$ cat config.mk
export PLATFORM = sky130hd
export DESIGN_NAME = cu_seq_flat
export DESIGN_NICKNAME = d
export VERILOG_FILES = /design/src/rtl/cu_seq_if.sv /design/src/rtl/cu_seq.sv /design/src/flat_wrapper.sv
export SDC_FILE = /design/constraint.sdc
export NUM_CORES = 1
export LEC_CHECK = 0
export CELL_PAD_IN_SITES_DETAIL_PLACEMENT = 1
export CELL_PAD_IN_SITES_GLOBAL_PLACEMENT = 1
export CORE_ASPECT_RATIO = 1.5
export CORE_MARGIN = 2
export CORE_UTILIZATION = 24
export DETAILED_ROUTE_END_ITERATION = 8
export GPL_TIMING_DRIVEN = 1
export PLACE_DENSITY = 0.76
export SLEW_MARGIN = 0
export SYNTH_ARGS = -nofsm -noshare
export SYNTH_HDL_FRONTEND = slang
export SYNTH_SLANG_ARGS = --single-unit
$ cat constraint.sdc
create_clock -name clk -period 2.19 [get_ports clk]
set_input_delay 0.438 -clock clk [delete_from_list [all_inputs] [get_ports clk]]
set_output_delay 0.438 -clock clk [all_outputs]
set_load 0.01 [all_outputs]
$ cat src/rtl/cu_seq_if.sv
// Control-unit bus: instruction/flag/handshake inputs and the datapath control outputs.
// master is the control unit's view; slave is the view of whatever surrounds it.
interface cu_seq_if #(
    parameter int IW  = 16,
    parameter int RAW = 3
);
    logic [IW-1:0]      ins_in;
    logic               z_in;
    logic               n_in;
    logic               mem_rdy_in;
    logic               alu_done_in;
    logic               run_in;
    logic               il_out;
    logic               rw_out;
    logic               mm_out;
    logic               mb_out;
    logic               iom_out;
    logic               wen_out;
    logic [1:0]         ps_out;
    logic [3*RAW-1:0]   rs_out;
    logic [1:0]         md_out;
    logic [3:0]         fs_out;
    logic               halted_out;
    logic               illegal_out;
    logic [2:0]         state_out;

    modport master (
        input  ins_in, z_in, n_in, mem_rdy_in, alu_done_in, run_in,
        output il_out, rw_out, mm_out, mb_out, iom_out, wen_out, ps_out,
               rs_out, md_out, fs_out, halted_out, illegal_out, state_out
    );

    modport slave (
        output ins_in, z_in, n_in, mem_rdy_in, alu_done_in, run_in,
        input  il_out, rw_out, mm_out, mb_out, iom_out, wen_out, ps_out,
               rs_out, md_out, fs_out, halted_out, illegal_out, state_out
    );
endinterface

$ cat src/rtl/cu_seq.sv
// Multi-cycle control unit: fetch/execute sequencer with memory and ALU stalls,
// an XXL shift loop, illegal-opcode trap and halt/resume. Outputs are Mealy.
module cu_seq #(
    parameter int IW       = 16,
    parameter int RAW      = 3,
    parameter int LOOP_MAX = 16
) (
    input  logic      clk,
    input  logic      rst_n,
    cu_seq_if.master  bus
);
    localparam int OPW = IW - 3 * RAW;
    localparam int CW  = (LOOP_MAX > 1) ? $clog2(LOOP_MAX) : 1;
    localparam logic [CW-1:0] CNT_LAST = CW'(LOOP_MAX - 1);

    typedef enum logic [2:0] {
        S_RST = 3'd0,
        S_INF = 3'd1,
        S_EX0 = 3'd2,
        S_XL  = 3'd3,
        S_HLT = 3'd4
    } state_t;

    state_t          state, state_n;
    logic            illegal_q;
    logic [CW-1:0]   cnt;
    logic            illegal_set, illegal_clr, cnt_clr, cnt_inc;

    logic [OPW-1:0]  op;
    logic [6:0]      low7;
    logic [3:0]      f;
    logic            hi_zero;

    logic            il, rw, mm, mb, iom, wen, halted;
    logic [1:0]      ps, md;
    logic [3*RAW-1:0] rs;
    logic [3:0]      fs;

    assign op      = bus.ins_in[IW-1:3*RAW];
    assign low7    = op[6:0];
    assign f       = op[3:0];
    // Opcode bits above the 7-bit map must be zero for a legal instruction.
    assign hi_zero = (op >> 7) == '0;

    always_ff @(posedge clk or negedge rst_n) begin
        if (!rst_n) begin
            state     <= S_RST;
            illegal_q <= 1'b0;
            cnt       <= '0;
        end else begin
            state <= state_n;
            if (illegal_set)      illegal_q <= 1'b1;
            else if (illegal_clr) illegal_q <= 1'b0;
            if (cnt_clr)          cnt <= '0;
            else if (cnt_inc)     cnt <= cnt + 1'b1;
        end
    end

    always_comb begin
        state_n     = state;
        illegal_set = 1'b0;
        illegal_clr = 1'b0;
        cnt_clr     = 1'b0;
        cnt_inc     = 1'b0;
        il = 1'b0; rw = 1'b0; mm = 1'b0; mb = 1'b0; iom = 1'b0; wen = 1'b1;
        halted = 1'b0;
        ps = 2'b00; md = 2'b00; rs = '0; fs = 4'b0000;
        case (state)
            S_RST: state_n = S_INF;
            S_INF: begin
                mm = 1'b1;
                il = bus.mem_rdy_in;
                if (bus.mem_rdy_in) state_n = S_EX0;
            end
            S_EX0: begin
                rs = bus.ins_in[3*RAW-1:0];
                if (!hi_zero) begin
                    illegal_set = 1'b1;
                    state_n     = S_HLT;
                end else begin
                    casez (low7)
                        7'b00?????: begin
                            fs = f;
                            mb = low7[4];
                            // fs 0011 is the multi-cycle multiply: wait for the ALU.
                            if (f == 4'b0011) begin
                                rw = bus.alu_done_in;
                                if (bus.alu_done_in) begin
                                    ps      = 2'b01;
                                    state_n = S_INF;
                                end
                            end else begin
                                rw      = 1'b1;
                                ps      = 2'b01;
                                state_n = S_INF;
                            end
                        end
                        7'b0100000: begin
                            md = 2'b01;
                            rw = bus.mem_rdy_in;
                            if (bus.mem_rdy_in) begin
                                ps      = 2'b01;
                                state_n = S_INF;
                            end
                        end
                        7'b0100001: begin
                            wen = 1'b0;
                            if (bus.mem_rdy_in) begin
                                ps      = 2'b01;
                                state_n = S_INF;
                            end
                        end
                        7'b0110000: begin
                            iom = 1'b1; md = 2'b10; rw = 1'b1; ps = 2'b01;
                            state_n = S_INF;
                        end
                        7'b0110001: begin
                            iom = 1'b1; wen = 1'b0; ps = 2'b01;
                            state_n = S_INF;
                        end
                        7'b1000000: begin
                            ps      = bus.z_in ? 2'b10 : 2'b01;
                            state_n = S_INF;
                        end
                        7'b1000001: begin
                            ps      = bus.n_in ? 2'b10 : 2'b01;
                            state_n = S_INF;
                        end
                        7'b1000010: begin
                            ps      = 2'b11;
                            state_n = S_INF;
                        end
                        7'b1010000: begin
                            cnt_clr = 1'b1;
                            state_n = S_XL;
                        end
                        7'b1111111: state_n = S_HLT;
                        default: begin
                            illegal_set = 1'b1;
                            state_n     = S_HLT;
                        end
                    endcase
                end
            end
            S_XL: begin
                fs = 4'b1110;
                rw = 1'b1;
                if (bus.z_in || cnt == CNT_LAST) begin
                    ps      = 2'b01;
                    state_n = S_INF;
                end else begin
                    cnt_inc = 1'b1;
                end
            end
            S_HLT: begin
                halted = 1'b1;
                if (bus.run_in) begin
                    illegal_clr = 1'b1;
                    state_n     = S_INF;
                end
            end
            default: state_n = S_RST;
        endcase
    end

    assign bus.il_out      = il;
    assign bus.rw_out      = rw;
    assign bus.mm_out      = mm;
    assign bus.mb_out      = mb;
    assign bus.iom_out     = iom;
    assign bus.wen_out     = wen;
    assign bus.ps_out      = ps;
    assign bus.rs_out      = rs;
    assign bus.md_out      = md;
    assign bus.fs_out      = fs;
    assign bus.halted_out  = halted;
    assign bus.illegal_out = illegal_q;
    assign bus.state_out   = state;
endmodule

$ cat src/flat_wrapper.sv
// flat-port wrapper written by rule: the top's interface ports become plain ports
module cu_seq_flat 
#(
    parameter int IW       = 16,
    parameter int RAW      = 3,
    parameter int LOOP_MAX = 16
)
  (clk, rst_n, bus_ins_in, bus_z_in, bus_n_in, bus_mem_rdy_in, bus_alu_done_in, bus_run_in, bus_il_out, bus_rw_out, bus_mm_out, bus_mb_out, bus_iom_out, bus_wen_out, bus_ps_out, bus_rs_out, bus_md_out, bus_fs_out, bus_halted_out, bus_illegal_out, bus_state_out);
  cu_seq_if #(.IW(IW), .RAW(RAW)) bus_i ();
  input  logic clk;
  input  logic rst_n;
  input wire logic [$bits(bus_i.ins_in)-1:0] bus_ins_in;
  input wire logic [$bits(bus_i.z_in)-1:0] bus_z_in;
  input wire logic [$bits(bus_i.n_in)-1:0] bus_n_in;
  input wire logic [$bits(bus_i.mem_rdy_in)-1:0] bus_mem_rdy_in;
  input wire logic [$bits(bus_i.alu_done_in)-1:0] bus_alu_done_in;
  input wire logic [$bits(bus_i.run_in)-1:0] bus_run_in;
  output wire logic [$bits(bus_i.il_out)-1:0] bus_il_out;
  output wire logic [$bits(bus_i.rw_out)-1:0] bus_rw_out;
  output wire logic [$bits(bus_i.mm_out)-1:0] bus_mm_out;
  output wire logic [$bits(bus_i.mb_out)-1:0] bus_mb_out;
  output wire logic [$bits(bus_i.iom_out)-1:0] bus_iom_out;
  output wire logic [$bits(bus_i.wen_out)-1:0] bus_wen_out;
  output wire logic [$bits(bus_i.ps_out)-1:0] bus_ps_out;
  output wire logic [$bits(bus_i.rs_out)-1:0] bus_rs_out;
  output wire logic [$bits(bus_i.md_out)-1:0] bus_md_out;
  output wire logic [$bits(bus_i.fs_out)-1:0] bus_fs_out;
  output wire logic [$bits(bus_i.halted_out)-1:0] bus_halted_out;
  output wire logic [$bits(bus_i.illegal_out)-1:0] bus_illegal_out;
  output wire logic [$bits(bus_i.state_out)-1:0] bus_state_out;
  assign bus_i.ins_in = bus_ins_in;
  assign bus_i.z_in = bus_z_in;
  assign bus_i.n_in = bus_n_in;
  assign bus_i.mem_rdy_in = bus_mem_rdy_in;
  assign bus_i.alu_done_in = bus_alu_done_in;
  assign bus_i.run_in = bus_run_in;
  assign bus_il_out = bus_i.il_out;
  assign bus_rw_out = bus_i.rw_out;
  assign bus_mm_out = bus_i.mm_out;
  assign bus_mb_out = bus_i.mb_out;
  assign bus_iom_out = bus_i.iom_out;
  assign bus_wen_out = bus_i.wen_out;
  assign bus_ps_out = bus_i.ps_out;
  assign bus_rs_out = bus_i.rs_out;
  assign bus_md_out = bus_i.md_out;
  assign bus_fs_out = bus_i.fs_out;
  assign bus_halted_out = bus_i.halted_out;
  assign bus_illegal_out = bus_i.illegal_out;
  assign bus_state_out = bus_i.state_out;
  cu_seq #(.IW(IW), .RAW(RAW), .LOOP_MAX(LOOP_MAX)) u_core (.clk(clk), .rst_n(rst_n), .bus(bus_i));
endmodule
**Word level (Yosys, flattened, before mapping)**

Index checks and enable logic that the tools add are counted.

- Register bits: 8
- Input bits: 23
- Output and inout port bits: 28
- Logic and storage cells: 80

- $add $sub $neg: 1
- Eq/ne operators: 20
- Muxes and demuxes: 45
- Reductions and logical operators: 11

Operator list:

| cell | number |
|---|---|
| $eq A7 B7 Y1 const B | 5 |
| $eq A7 B6 Y1 const B | 4 |
| $mux W1 | 24 |
| $mux W3 | 6 |
| $pmux W3 S5 | 1 |
| $mux W4 | 3 |
| $pmux W2 S6 | 1 |
| $pmux W3 S4 | 1 |
| $reduce_or A10 Y1 | 1 |
| $mux W9 | 1 |
| $pmux W2 S2 | 2 |
| $pmux W4 S2 | 1 |
| $eq A3 B2 Y1 const B | 2 |
| $mux W2 | 3 |
| $reduce_or A2 Y1 | 3 |
| $reduce_and A5 Y1 | 1 |
| $reduce_or A5 Y1 | 1 |
| $add A4 B1 Y4 const B | 1 |
| $eq A4 B2 Y1 const B | 1 |
| $eq A4 B4 Y1 const B | 1 |
| $ne A2 B2 Y1 const B | 2 |
| $ne A4 B4 Y1 const B | 1 |
| $reduce_bool A2 Y1 | 2 |
| $eq A3 B1 Y1 const B | 1 |
| 8 further kinds | 8 |

**Logic depth before layout (Yosys ltp)**

- Word-level depth: 6
- Mapped depth: 6
- Depth with buffers taken out: 5

**Worst setup path before layout**

No wires, ideal clock.

- Path type: input to output
- From: input bus_ins_in[13]
- To: output bus_ps_out[0]
- Arrival time: 1,667 ps
- Required time: 1,752 ps
- Setup slack: 85 ps
- Cell stages on the path: 5
- Buffers on the path: 1
- Cells stage by stage: clkbuf_1 > or3b_2 > a211oi_1 > o21ai_0 > a211oi_1

- Word-level cells in the longest chain between the ends: 4
- Elaborated cells on any way between the ends: 11
- Those cells by class: eq/ne (7); mux (2); reduce/logical (2)

RTL lines:

| element | RTL line | text |
|---|---|---|
| from (decl) | flat_wrapper.sv:12 | `input wire logic [$bits(bus_i.ins_in)-1:0] bus_ins_in;` |
| $eq A7 B6 Y1 | cu_seq.sv:81 | `casez (low7)` |
| $reduce_or A2 Y1 (no source line) | -- |  |
| $pmux W2 S6 (*) | cu_seq.sv:81 |  |
| $pmux W2 S2 (*) | cu_seq.sv:68 | `case (state)` |
| to (decl) | flat_wrapper.sv:24 | `output wire logic [$bits(bus_i.ps_out)-1:0] bus_ps_out;` |

Mark *: on every way between the ends. The rest lies on a longest branch, timed or not.

**Worst setup path after layout**

- From: input bus_ins_in[15]
- To: output bus_iom_out

- Word-level cells in the longest chain between the ends: 4
- Elaborated cells on any way between the ends: 5
- Those cells by class: eq/ne (2); mux (2); reduce/logical (1)

RTL lines:

| element | RTL line | text |
|---|---|---|
| $eq A7 B6 Y1 | cu_seq.sv:81 |  |
| $reduce_or A2 Y1 (no source line) (*) | -- |  |
| $mux W1 (*) | cu_seq.sv:81 |  |
| $mux W1 (*) | cu_seq.sv:68 |  |
| to (decl) | flat_wrapper.sv:22 | `output wire logic [$bits(bus_i.iom_out)-1:0] bus_iom_out;` |

Marks and branches as above.

==> summary.md <==
| Metric | Value |
|---|---|
| Outcome | complete, no violations |
| Fin. Hold Viols | 0 |
| # IOs | 51 |
| # H-tree levels | 1 |
| Pins over their slew limit | 0 |
| Dpl cell area | about 0.0015 mm^2 |
| Die extent in x | roughly 52 um |
| CTS tree | built |
| Post-synth ARST share | 1.00 |
| Area grow syn2layout | 100% |
| Net count, final | between 200 and 250 |
| Clock skew | around 1.8 ps |
| Vias in the first global route | between 1000 and 1500 |
| Total GRT Usage | 0.196 |
| Finished layout cell area | between 0.0015 and 0.002 mm^2 |
| Largest net degree at the start of global routing | 13 |
| Commonest non-fill, non-tap cell in the layout | buf_4 |
| DPL Wire Length | roughly 2.8 mm |
| Crit path largest cell delay | approximately 270 ps |
| Clk sink count | 8 |
| Routed wire length | 3.56 mm |
| Area share of fa/ha/maj cells after synthesis | 0.0275 |
| Layout cells sized above 1 | 0.293 |
| # setup viols final | 0 |
| WP data arrival | between 1500 and 2000 ps |
| Clock slew at reported path FFs | about 40 ps |
| Rel. slew slack | 0.743 |
| Initial antenna violation count | 0 |
| CTS max path bufs | 2 |
| DRC | 0 |
| GPL Wtd Cong | slightly above 0.8 |
| WS Path Type | input port to output pin |
| Slew @ Worst Pin | 384 ps |
| DR vias | roughly 1100 |
| LEAKAGE | between 0.7 and 0.8 nW |
| Die height | 75.5 um |
| Clock latency at the later pin of the worst-skew pair | roughly 230 ps |
| Post-route setup TNS | 0 ps |
| #FFs+latches synth | 8 |
| Iter 0 DRT Violations | 6 |
| Share of the synthesized area in the top cell type | 0.245 |
| Compound-gate portion of the synthesized area | 0.197 |
| Global-route wire length before repair | roughly 5.7 mm |
| Die area | about 0.0039 mm^2 |
| Worst Setup End Kind | output pin |
| RSZ-0062 raised after global routing | yes |
| Post-synthesis xor/xnor area fraction | 0.0107 |
| WP data required | 1750 ps |
| F_max | ~470 MHz |
| Mux share of post-synthesis cell area | 0.0122 |
| Synthesized area | 818 um^2 |
| Top delay family on crit path | buffers and inverters |
| Fin crit share | 0.980 |
| Count of input and output buffers | 50 |
| Max_cap viols | 0 |
| Wire length per cell | 15.8 um |
| CTS buffer count | 3 |
| Post-Synthesis Cells | between 100 and 150 |
| Synth Net Count | roughly 130 |
| Hold WC Path Type | input port to async pin |
| Cell taking the most area after synthesis | dfrtp_1 |
| Peak supply drop | around 0.45 mV |
| Syn_area_per_cell | about 7.4 um^2 |
| CP Buf/Inv Count | 4 |
| Commonest cells after routing, fill and taps aside | 27 x buf_4, 22 x dlygate4sd2_1, 19 x clkdlybuf4s50_1 |
| ANT nets after route | 0 |
| Crit-path slowest cell | dlygate4sd2_1 |
| Synth cell types | 38 |
| Register area share after synthesis | 0.245 |
| Core ar. | roughly 0.0033 mm^2 |
| Top_reg_cell synth | dfrtp_1 |
| Crit-path cells | dlygate4sd2_1, buf_4, nand2b_4, buf_4, nor3_4, and2_1, dlygate4sd2_1 |
| P per Cell Area | a little over 800 mW/mm^2 |
| Combinational family with the most area after synthesis | simple AND/OR/NAND/NOR gates |
| N_diodes | 0 |
| Post-synth EDFFs | 0 |
| Average via count per standard cell | 4.98 |
| Initial core utilization | 0.247 |
| Ys Warns | 0 |
| Minimum hold slack | roughly 500 ps |
| Area contributors post-synth | dfrtp_1 24%, and2_1 8.4%, nor2_1 6.0%, a21oi_1 5.5%, o21ai_0 3.7% |
| Grt total ovfl | 0 |
| Setup crit start kind | input port |
| Row count | 26 |
| Clk root buf | clkbuf_8 |
| Fin crit period | 2150 ps |
| Critical path peak fanout | 6 |
| Drt first pass iters | 3 |
| Synth Area in Simple Gates | 0.450 |
[power breakdown]
part,leakage [nW],internal (mW),switching [mW]
combinational,0.662,0.476,0.441
sequential,0.0975,0.211,0.0473
clock,0.0216,0.119,0.0608
total,0.781,0.806,0.549
[cell type report]
type | instances | area, um^2
fillers | 426 | 1680
clock buffers | 3 | 41.3
flip-flops and latches | 8 | 200
well taps | 42 | 52.6
multi-input cells | 92 | 661
inverters | 4 | 15.0
repair buffers | 77 | 671
[logic make-up after synthesis]
family          Yosys count
compound gates           26
xor+xnor                  1
fa+ha+maj                 2
buf+inv                  10
flops                     8
mux                       1
simple gates             62
[registers in the layout, summed over array words and instances (netlist names)]
signal,count
u_core.cnt,4
u_core.bus.illegal_out,1
u_core.bus.state_out,3
[synthesized netlist by cell type, types with 2 or more instances]
cell type / number
and2_1: 11
or3_1: 4
nand2_1: 7
and3_1: 3
clkbuf_1: 3
dfrtp_1: 8
nand3_1: 3
nor3_1: 4
nor3b_1: 3
o21a_1: 2
inv_1: 4
o21ai_0: 6
nor2_1: 13
a211oi_1: 3
buf_2: 2
nand2b_1: 2
or3b_2: 3
a21oi_1: 9
[per-layer routing]
layer  GRT usage  share of wire  vias to the layer above
li1            -              -                      538
met1       0.182           0.34                      539
met2       0.412           0.59                       43
met3      0.0373          0.054                        6
met4      0.0673          0.016                        0
met5           0              0                        -
[per-stage QoR]
stage                util  setup slack, ps  cells  total power [mW]
detailed placement  0.460             -756    221              1.15
finish              0.494             43.1    226              1.36
global placement    0.460             -721    221              1.11
CTS                 0.480             12.6    224              1.31
global route        0.494            -17.3    226              1.45
floorplan               -             85.1    110             0.677
[final timing paths]
check | start | to | slack, ps | cells after the start
setup reg to reg | u_core.cnt[0] | u_core.cnt[3] | 390 | 5
max in group asynchronous | rst_n | u_core.bus.state_out[0] | 1420 | 1
hold / removal | rst_n | u_core.cnt[3] | 500 | 1
hold reg to reg | u_core.bus.illegal_out | u_core.bus.illegal_out | 540 | 2
min in group clk | u_core.bus.illegal_out | u_core.bus.illegal_out | 540 | 2
setup / recovery | bus_ins_in[15] | bus_iom_out | 40 | 7
[what timing repair did]
| item | CTS | global route |
|---|---|---|
| cloned | 0 | 0 |
| hold buffers | 0 | 0 |
| pin swaps | 8 | 2 |
| endpoints found under the setup margin | 23 | 6 |
| gates resized for setup | 56 | 9 |
| setup buffers | 0 | 2 |
(Power assumes the default switching activity.)
